`src/rtl/if_fetch_stage_if.sv`:
```
// Signal bundle between the instruction-fetch stage, instruction memory, hazard unit and decode.
// master: the fetch stage itself; slave: the surrounding pipeline/memory.
interface if_fetch_stage_if;
  logic [31:0] PC;
  logic [31:0] IF_Instruction;
  logic        Stall;
  logic        Flush;
  logic        Redirect;
  logic [31:0] RedirectTarget;
  logic        Halt;
  logic [31:0] ID_Instruction;
  logic [31:0] ID_PCPlus4;
  logic        ID_Valid;
  logic        Halted;

  modport master (
    output PC, ID_Instruction, ID_PCPlus4, ID_Valid, Halted,
    input  IF_Instruction, Stall, Flush, Redirect, RedirectTarget, Halt
  );

  modport slave (
    input  PC, ID_Instruction, ID_PCPlus4, ID_Valid, Halted,
    output IF_Instruction, Stall, Flush, Redirect, RedirectTarget, Halt
  );
endinterface

```
`src/rtl/if_fetch_stage.sv`:
```
// Instruction-fetch stage: PC sequencing with stall, flush, redirect and halt,
// plus the IF/ID pipeline register.
//
// state | meaning
// RUN   | fetching; PC advances unless stalled, flushed or halted
// HALT  | fetching stopped, IF/ID holds a bubble; left only through reset
module if_fetch_stage #(
  parameter logic [31:0] RESET_PC = 32'h0000_0000
) (
  input logic            Clk,
  input logic            Rst,
  if_fetch_stage_if.master fb
);

  typedef enum logic {RUN = 1'b0, HALT = 1'b1} state_t;

  state_t      state, state_nxt;
  logic [31:0] pc_q, pc_d;
  logic [31:0] instr_q, instr_d;
  logic [31:0] pc4_q, pc4_d;
  logic        valid_q, valid_d;
  logic        pend_v_q, pend_v_d;
  logic [31:0] pend_t_q, pend_t_d;
  logic [31:0] pc_plus4;
  logic [31:0] tgt_aligned;

  assign pc_plus4    = pc_q + 32'd4;
  assign tgt_aligned = {fb.RedirectTarget[31:2], 2'b00};

  always_ff @(posedge Clk or negedge Rst) begin
    if (!Rst) state <= RUN;
    else      state <= state_nxt;
  end

  always_comb begin
    state_nxt = state;
    if (state == RUN && !fb.Flush && fb.Halt) state_nxt = HALT;
  end

  always_comb begin
    pc_d     = pc_q;
    instr_d  = instr_q;
    pc4_d    = pc4_q;
    valid_d  = valid_q;
    pend_v_d = pend_v_q;
    pend_t_d = pend_t_q;
    if (state == RUN) begin
      if (fb.Flush) begin
        instr_d  = '0;
        pc4_d    = '0;
        valid_d  = 1'b0;
        pend_v_d = 1'b0;
        if (fb.Redirect) pc_d = tgt_aligned;
      end else if (fb.Halt) begin
        instr_d  = '0;
        pc4_d    = '0;
        valid_d  = 1'b0;
        pend_v_d = 1'b0;
      end else if (fb.Stall) begin
        // A redirect seen while stalled is remembered; a later one replaces it.
        if (fb.Redirect) begin
          pend_v_d = 1'b1;
          pend_t_d = tgt_aligned;
        end
      end else begin
        instr_d  = fb.IF_Instruction;
        pc4_d    = pc_plus4;
        valid_d  = 1'b1;
        pend_v_d = 1'b0;
        if (fb.Redirect)    pc_d = tgt_aligned;
        else if (pend_v_q)  pc_d = pend_t_q;
        else                pc_d = pc_plus4;
      end
    end
  end

  always_ff @(posedge Clk or negedge Rst) begin
    if (!Rst) begin
      pc_q     <= RESET_PC;
      instr_q  <= '0;
      pc4_q    <= '0;
      valid_q  <= 1'b0;
      pend_v_q <= 1'b0;
      pend_t_q <= '0;
    end else begin
      pc_q     <= pc_d;
      instr_q  <= instr_d;
      pc4_q    <= pc4_d;
      valid_q  <= valid_d;
      pend_v_q <= pend_v_d;
      pend_t_q <= pend_t_d;
    end
  end

  always_comb begin
    fb.PC             = pc_q;
    fb.ID_Instruction = instr_q;
    fb.ID_PCPlus4     = pc4_q;
    fb.ID_Valid       = valid_q;
    fb.Halted         = (state == HALT);
  end

endmodule

```
`src/flat_wrapper.sv`:
```
// flat-port wrapper written by rule: the top's interface ports become plain ports
module if_fetch_stage_flat 
#(
  parameter logic [31:0] RESET_PC = 32'h0000_0000
)
  (Clk, Rst, fb_PC, fb_ID_Instruction, fb_ID_PCPlus4, fb_ID_Valid, fb_Halted, fb_IF_Instruction, fb_Stall, fb_Flush, fb_Redirect, fb_RedirectTarget, fb_Halt);
  if_fetch_stage_if fb_i ();
  input logic Clk;
  input logic Rst;
  output wire logic [$bits(fb_i.PC)-1:0] fb_PC;
  output wire logic [$bits(fb_i.ID_Instruction)-1:0] fb_ID_Instruction;
  output wire logic [$bits(fb_i.ID_PCPlus4)-1:0] fb_ID_PCPlus4;
  output wire logic [$bits(fb_i.ID_Valid)-1:0] fb_ID_Valid;
  output wire logic [$bits(fb_i.Halted)-1:0] fb_Halted;
  input wire logic [$bits(fb_i.IF_Instruction)-1:0] fb_IF_Instruction;
  input wire logic [$bits(fb_i.Stall)-1:0] fb_Stall;
  input wire logic [$bits(fb_i.Flush)-1:0] fb_Flush;
  input wire logic [$bits(fb_i.Redirect)-1:0] fb_Redirect;
  input wire logic [$bits(fb_i.RedirectTarget)-1:0] fb_RedirectTarget;
  input wire logic [$bits(fb_i.Halt)-1:0] fb_Halt;
  assign fb_PC = fb_i.PC;
  assign fb_ID_Instruction = fb_i.ID_Instruction;
  assign fb_ID_PCPlus4 = fb_i.ID_PCPlus4;
  assign fb_ID_Valid = fb_i.ID_Valid;
  assign fb_Halted = fb_i.Halted;
  assign fb_i.IF_Instruction = fb_IF_Instruction;
  assign fb_i.Stall = fb_Stall;
  assign fb_i.Flush = fb_Flush;
  assign fb_i.Redirect = fb_Redirect;
  assign fb_i.RedirectTarget = fb_RedirectTarget;
  assign fb_i.Halt = fb_Halt;
  if_fetch_stage #(.RESET_PC(RESET_PC)) u_core (.Clk(Clk), .Rst(Rst), .fb(fb_i));
endmodule
```
`config.mk`:
```
export PLATFORM = sky130hd
export DESIGN_NAME = if_fetch_stage_flat
export DESIGN_NICKNAME = d
export VERILOG_FILES = /design/src/rtl/if_fetch_stage_if.sv /design/src/rtl/if_fetch_stage.sv /design/src/flat_wrapper.sv
export SDC_FILE = /design/constraint.sdc
export NUM_CORES = 1
export LEC_CHECK = 0
export CORE_MARGIN = 1
export CORE_UTILIZATION = 38
export DETAILED_ROUTE_END_ITERATION = 12
export GPL_ROUTABILITY_DRIVEN = 0
export PLACE_DENSITY = 0.69
export SYNTH_ARGS = -nofsm -noshare
export SYNTH_HDL_FRONTEND = slang
export SYNTH_SLANG_ARGS = --single-unit
```
`constraint.sdc`:
```
create_clock -name Clk -period 2.5 [get_ports Clk]
set_input_delay 0.5 -clock Clk [delete_from_list [all_inputs] [get_ports Clk]]
set_output_delay 0.5 -clock Clk [all_outputs]
set_load 0.01 [all_outputs]
```
======== Yosys cells after proc, flatten, opt, wreduce, memory -nomap -nowiden ========
Index checks and enable logic that the tools add are counted.
cells by class
  reduce and logical (&&, ||, !) cells .... 7
  mux-type cells .......................... 19
  bitwise operators ....................... 3
  add/sub/neg operators ................... 1
  eq/ne operators ......................... 5
operators with widths
  cell                                            number
  two-way mux 32 bit                              12
  adder 32 x 3 -> 32 bit (second input constant)  1
  two-way mux 1 bit                               7
  AND reduction 5 bit                             1
  != test 2 x 1 -> 1 bit (second input constant)  2
  != test 4 x 1 -> 1 bit (second input constant)  1
  AND reduction 2 bit                             2
  AND reduction 4 bit                             1
  != test 3 x 1 -> 1 bit (second input constant)  1
  NOT 1 bit                                       3
  logical AND 1 bit                               2
  != test 2 bit (second input constant)           1
  zero test 1 bit                                 1
storage, ports and cells
  bits in registers ....................... 129

======== Logic depth before layout (Yosys ltp) ========
  depth after elaboration ................. 6
  gate-level depth with buffers ........... 7
  gate-level depth less buffers ........... 6

======== Worst setup path before layout ========
OpenSTA, ideal clock, no wires.
  path type ............................... reg2reg
  from .................................... reg u_core.pc_q[2] (netlist: u_core.fb.PC[2])
  to ...................................... reg u_core.pc4_q[28] (netlist: u_core.fb.ID_PCPlus4[28])
  setup slack ............................. -0.027 ns
  data arrival time ....................... 2.403 ns
  clock period less this slack ............ 2.527 ns
  setup time .............................. 0.124 ns
  stages on the path, launching flop included .. 8
  path buffers ............................ 1
  cell sequence ........................... dfrtp_1 ha_1 nand3_2 or4_1 buf_2 or4_4 and3_4 a211o_1
between the ends
  word-level cells in the longest chain between the ends .. 4
ends and longest elaborated chain
  element                 line                  source
  from (decl)             if_fetch_stage.sv:18  logic [31:0] pc_q, pc_d;
  from (signal assigned)  if_fetch_stage.sv:86  pc_q <= pc_d;
  adder 32 x 3 -> 32 bit  if_fetch_stage.sv:27  assign pc_plus4 = pc_q + 32'd4;
  two-way mux 32 bit      if_fetch_stage.sv:59  end else if (fb.Stall) begin
  two-way mux 32 bit      if_fetch_stage.sv:54  end else if (fb.Halt) begin
  two-way mux 32 bit      if_fetch_stage.sv:48  if (fb.Flush) begin
  to (signal assigned)    if_fetch_stage.sv:88  pc4_q <= pc4_d;
  to (decl)               if_fetch_stage.sv:20  logic [31:0] pc4_q, pc4_d;
Every way passes these cells. The select of a mux whose other input is x is not followed.
A chain may end at the register's enable or synchronous reset.

======== Worst setup path after layout ========
Same ends and word-level chain as after synthesis.

==> summary.md <==
| Metric | Value |
|---|---|
| Root Driver | clkbuf_16 |
| Hold_buf cts | 0 |
| Floorplan row count | 45 |
| Setup Viol. Count Final | 0 |
| Largest net degree at the start of global routing | 45 |
| First-pass DRT Iterations | 5 |
| Vias in the first global route | 4,881 |
| Cell area after placement | 7960 sq um |
| DR iter-0 viols | 425 |
| Post-synth EDFFs | 0 |
| Die W | 126 um |
| Clock transition at path regs | 0.06 ns |
| Ratio of cells with drive above 1 in the final layout | 0.154 |
| Post-synthesis instance area | 5880 sq um |
| Top-area cell type share of the netlist area | 0.536 |
| Die Y | 126 um |
| Placed insts | 905 |
| Starting Density | 0.389 |
| TritonCTS buffer count | 17 |
| CTS H-tree lvls | 4 |
| TritonCTS clock tree | built |
| Logic gate share of total power | 0.228 |
| Fin nets | 807 |
| DR DRC count | 0 |
| WP data required | 2.80 ns |
| Worst-Skew Late Latency | 0.42 ns |
| Cell area after layout | 8560 sq um |
| Pwr dens | 760 nW/um^2 |
| Via-per-instance ratio | 5.52 |
| Post-CTS Resized | 0 |
| P_int | 4.71 mW |
| CP Capture Type | register |
| Final core occ | 0.565 |
| Worst slew pin tran | 0.622 ns |
| IO Port Bufs | 163 |
| Critical Path AT | 2.64 ns |
| CTS sink count | 126 |
| Switch share | 0.276 |
| Post-synth top cells | dfrtp_1, nand2_1, o21ai_0 |
| Global-route wire length before repair | 26,800 um |
| Most frequent cell after synthesis | dfrtp_1 |
| Placeable Area | 15,100 sq um |
| Final period utilization | 0.938 |
| Sequential Power Share | 0.384 |
| Synth area leader | dfrtp_1 |
| WL per Instance | 18.2 um |
| Synth cell types | 57 |
| Reported net switching power | 1.79 mW |
| Detail Route Antenna Nets | 0 |
| Routed wire length | 17,100 um |
| Status | complete, no violations |
| Hold/Removal Path Class | input pin to async pin |
| F_max | 426 MHz |
| Leakage | 3.77 nW |
| Area delta synth->final | 45.5% |
| #FFs+latches synth | 126 |
| Crit Path Max Fanout | 4 |
| Critical path class | register to register |
| Clock skew | 0.00868 ns |
| RSZ-0062 raised after global routing | no |
| Worst VDD drop | 0.506 mV |
| Synth warn | 0 |
| Asr flop ratio synth | 1.00 |
| Synth area leaders | dfrtp_1, a22o_1, mux2_2, nand2_1, o21ai_0 |
| Max-cap violations | 0 |
| Clock group share of total power | 0.388 |
| Post-layout min period | 2.35 ns |
| GRT overflow | 0 |
| Syn avg cell area | 10.6 sq um |
| I/O pins | 168 |
| Setup Buffers After CTS | 0 |
| Final Hold Viols | 0 |
| Post-Synthesis Cells | 553 |
| Main synth FF type | dfrtp_1 |
| Final slew viol count | 0 |
| Final std cells w/o fill | 937 |
| Ant. Diodes | 0 |
| GRT Resource Usage Total | 0.219 |
| Slew headroom | 0.585 |
| Seq/Total Area, Yosys | 0.536 |
| Hpwl dp | 12,200 um |
| Initial antenna violation count | 0 |
| DR vias | 5,175 |
| Clock buffer depth | 2 |
| Crit path launch type | register |
| Total Die Area | 16,000 sq um |
==> sequential cells by signal (all words and copies together), names as in the netlist <==
| register | cells |
|---|---|
| u_core.fb.PC | 30 |
| u_core.fb.ID_Valid | 1 |
| u_core.pend_t_q | 30 |
| u_core.pend_v_q | 1 |
| u_core.fb.ID_Instruction | 32 |
| u_core.fb.ID_PCPlus4 | 31 |
| u_core.fb.Halted | 1 |
==> power groups by stage <==
stage | registers, mW | logic [mW] | clock network, mW
after detailed placement | 2.53 | 1.48 | 0
after floorplan | 2.63 | 0.485 | 0
final | 2.50 | 1.49 | 2.53
after global placement | 2.52 | 1.46 | 0
after CTS | 2.50 | 1.49 | 2.57
after global routing | 2.53 | 1.59 | 2.67
==> metal layers <==
| metal | wire (um) | GRT usage | part of all wire | vias up |
|---|---|---|---|---|
| li1 | - | - | - | 2393 |
| met2 | 7860 | 0.329 | 0.46 | 190 |
| met3 | 1040 | 0.0464 | 0.061 | 30 |
| met5 | 0 | 0 | 0 | - |
| met4 | 424 | 0.0957 | 0.025 | 0 |
| met1 | 7750 | 0.305 | 0.45 | 2562 |
==> path summary, 6_finish.rpt <==
path	start	end	slack (ns)	cells past startpoint
hold / removal	Rst	u_core.fb.ID_Instruction[9]	0.09	1
setup reg to reg	u_core.fb.PC[2]	u_core.fb.ID_PCPlus4[28]	0.15	6
min in group Clk	u_core.fb.ID_PCPlus4[14]	u_core.fb.ID_PCPlus4[14]	0.48	2
setup / recovery	u_core.fb.PC[2]	u_core.fb.ID_PCPlus4[28]	0.15	6
max in group asynchronous	Rst	u_core.fb.PC[2]	1.75	2
hold reg to reg	u_core.fb.ID_PCPlus4[14]	u_core.fb.ID_PCPlus4[14]	0.48	2
==> per-stage QoR <==
| stage | TNS, ns | total power [mW] | setup slack [ns] | hold slack (ns) |
|---|---|---|---|---|
| after floorplan | 0 | 3.12 | 0.0237 | 0.204 |
| final | 0 | 6.51 | 0.155 | 0.0919 |
| after global placement | -0.00927 | 3.97 | -0.00927 | 0.465 |
| after detailed placement | -0.0816 | 4.01 | -0.0424 | 0.471 |
| after global routing | 0 | 6.79 | 0.0693 | 0.136 |
| after CTS | 0 | 6.55 | 0.155 | 0.107 |
==> area by class of cell <==
cell class	instances	area [sq um]
Fill cell	1255	6580
Multi-Input combinational cell	378	2520
Tap cell	188	235
Inverter	10	37.5
Clock inverter	11	139
Clock buffer	21	470
Timing Repair Buffer	203	2000
Sequential cell	126	3150
==> kinds of logic after synthesis <==
group / after synthesis / share of synthesized area
flip-flops: 126 / 0.536
AND/OR/NAND/NOR: 162 / 0.144
adder cells (fa/ha/maj): 1 / 0.00213
multiplexers: 38 / 0.0710
XOR/XNOR: 26 / 0.0387
other: 1 / 0.000637
buffers and inverters: 50 / 0.0374
AO/OA/AOI/OAI: 149 / 0.170
==> layout by cell type (no fill, tap or decap), types with 21 or more instances in the layout <==
| master | netlist | routed |
|---|---|---|
| a21oi_1 | 29 | 29 |
| a22o_1 | 39 | 39 |
| and3_1 | 21 | 21 |
| buf_4 | 3 | 35 |
| clkdlybuf4s50_1 | 0 | 162 |
| dfrtp_1 | 126 | 125 |
| mux2_2 | 30 | 30 |
| nand2_1 | 57 | 57 |
| o21ai_0 | 42 | 42 |
==> critical path, stage by stage (launching register included) <==
cell	delay (ns)
dfrtp_2	0.36
ha_1	0.21
nand3_2	0.12
or4_1	0.56
or4_4	0.53
and3_4	0.19
a211o_1	0.26
(Power assumes the default switching activity.)
==> patch, RTL diff (same flow settings) <==
Take the reset off `instr_q` and `pc4_q` and load them in a clocked block of their own.
--- a/src/rtl/if_fetch_stage.sv
+++ b/src/rtl/if_fetch_stage.sv
@@ -79,4 +79,2 @@
       pc_q     <= RESET_PC;
-      instr_q  <= '0;
-      pc4_q    <= '0;
       valid_q  <= 1'b0;
@@ -86,4 +84,2 @@
       pc_q     <= pc_d;
-      instr_q  <= instr_d;
-      pc4_q    <= pc4_d;
       valid_q  <= valid_d;
@@ -92,2 +88,7 @@
     end
+  end
+
+  always_ff @(posedge Clk) begin
+    instr_q <= instr_d;
+    pc4_q   <= pc4_d;
   end
Function: changed (a bounded check fails within 4 cycles, from zero or initial values and one cycle with Rst low).
==> patch against the original RTL <==
Synthesized area is 0.19% higher; total power is 8.8% lower; final area is 1.8% lower; routed wire length is 1.9% lower; worst setup slack better by 0.11 ns; sequential cell count is 1 lower.
==> patch: results (changes against the original RTL) <==
status:
  status: "finished clean"
synthesis:
  synth_commonest_cells: "63 x dfrtp_1, 62 x edfxtp_1, 60 x nor2_1"
  synthArstFlopShare: 0.504  # -0.496
  syn-mean-instance-area_um2: 11.6  # +9.1%
  synth_edf_count: 62  # +62
  seq_area_frac_synth: 0.583  # +0.0474
  synthTopCellsByArea: "edfxtp_1 32%, dfrtp_1 27%, mux2_2 5.7%"
global_route:
  track_usage: 0.216  # -0.00293
  met2_usage: 0.335  # +0.00650
  grt_pass1_wl_mm: 26.3  # -1.9%
  use_met1: 0.288  # -0.0172
  grt_start_max_net_pins: 56  # +24%
  met3_usage: 0.0578  # +0.0114
finish:
  fill_cells: 1249  # -0.48%
  nets: 753  # -6.7%
  layout-drive-gt1-share: 0.137  # -0.0168
detailed_routing:
  drtIter0Drc: 295  # -31%
  vias_per_cell: 5.52  # -0.12%
  vias: 4871  # -5.9%
  drt-total-wl_mm: 16.8  # -1.9%
placement:
  place_inst: 851  # -6.0%
  hpwlAfterDp_mm: 11.4  # -6.5%
  pre_cts_slack_ns: 0.0344  # +0.0768 ns
timing:
  slew_headroom: 0.656  # +0.0706
  finalSetupViolations: 0  # unchanged
  finClkSkew_ns: 0.00611  # -0.00257 ns
power_and_ir_drop:
  power_leakage_nw: 3.24  # -14%
  switchingPower_mw: 1.55  # -13%
  p_clk_frac: 0.404  # +0.016
  vdd_drop_max_uv: 461  # -9.0%
worst_setup_path:
  worstPathMaxFanout: 7  # +3
  critPathArrivalTime_ns: 2.58  # -0.06 ns
-- patch: cell types whose count changed after synthesis, moves of 14 or more --
cell      before  now
o21ai_0       42   14
and2_1         2   34
edfxtp_1       0   62
and3_1        21    7
dfrtp_1      126   63
nor2_1        21   60
nand2_1       57   27
a22o_1        39    2
-- patch: kinds of logic (layout without fill, tap and decap cells) --
| kind of cell | Yosys count | in the layout | synth area share |
|---|---|---|---|
| simple gates | 176 | 176 | 0.159 |
| fa+ha+maj | 1 | 1 | 0.00212 |
| flops | 125 | 125 | 0.583 |
| buf+inv | 45 | 229 | 0.0337 |
| other cells | 1 | 4 | 0.000636 |
| compound gates | 100 | 100 | 0.119 |
| mux | 32 | 32 | 0.0607 |
| xor+xnor | 28 | 28 | 0.0416 |
-- patch: path summary, 6_finish.rpt --
check	to	slack, ns	cells past startpoint
max	u_core.fb.PC[24]	0.26	6
min	u_core.pend_t_q[24]	0.03	1
max reg2reg	u_core.fb.PC[24]	0.26	6
min reg2reg	u_core.pend_t_q[26]	0.50	1
max in group asynchronous	u_core.fb.PC[21]	1.65	2
min in group Clk	u_core.pend_t_q[26]	0.50	1
-- patch: stage by stage --
stage          utilization  instance area, um2  power (mW)
6_report             0.555                8410        5.94
5_1_grt              0.555                8410        6.18
4_1_cts              0.555                8410        5.97
3_5_place_dp         0.518                7850        3.57
3_3_place_gp         0.518                7850        3.54
2_1_floorplan            -                5920        3.02
-- patch: area by class of cell --
type | count | share of cell area
clock buffers | 21 | 0.0524
clock inverters | 11 | 0.0147
inverters | 10 | 0.00446
multi-input cells | 341 | 0.271
flip-flops and latches | 125 | 0.409
well taps | 188 | 0.0280
repair buffers | 187 | 0.220
-- patch: metal layers --
layer,wire [um],vias up
met4,307,0
met1,7260,2353
met3,1570,29
met5,0,-
met2,7620,300
li1,-,2189
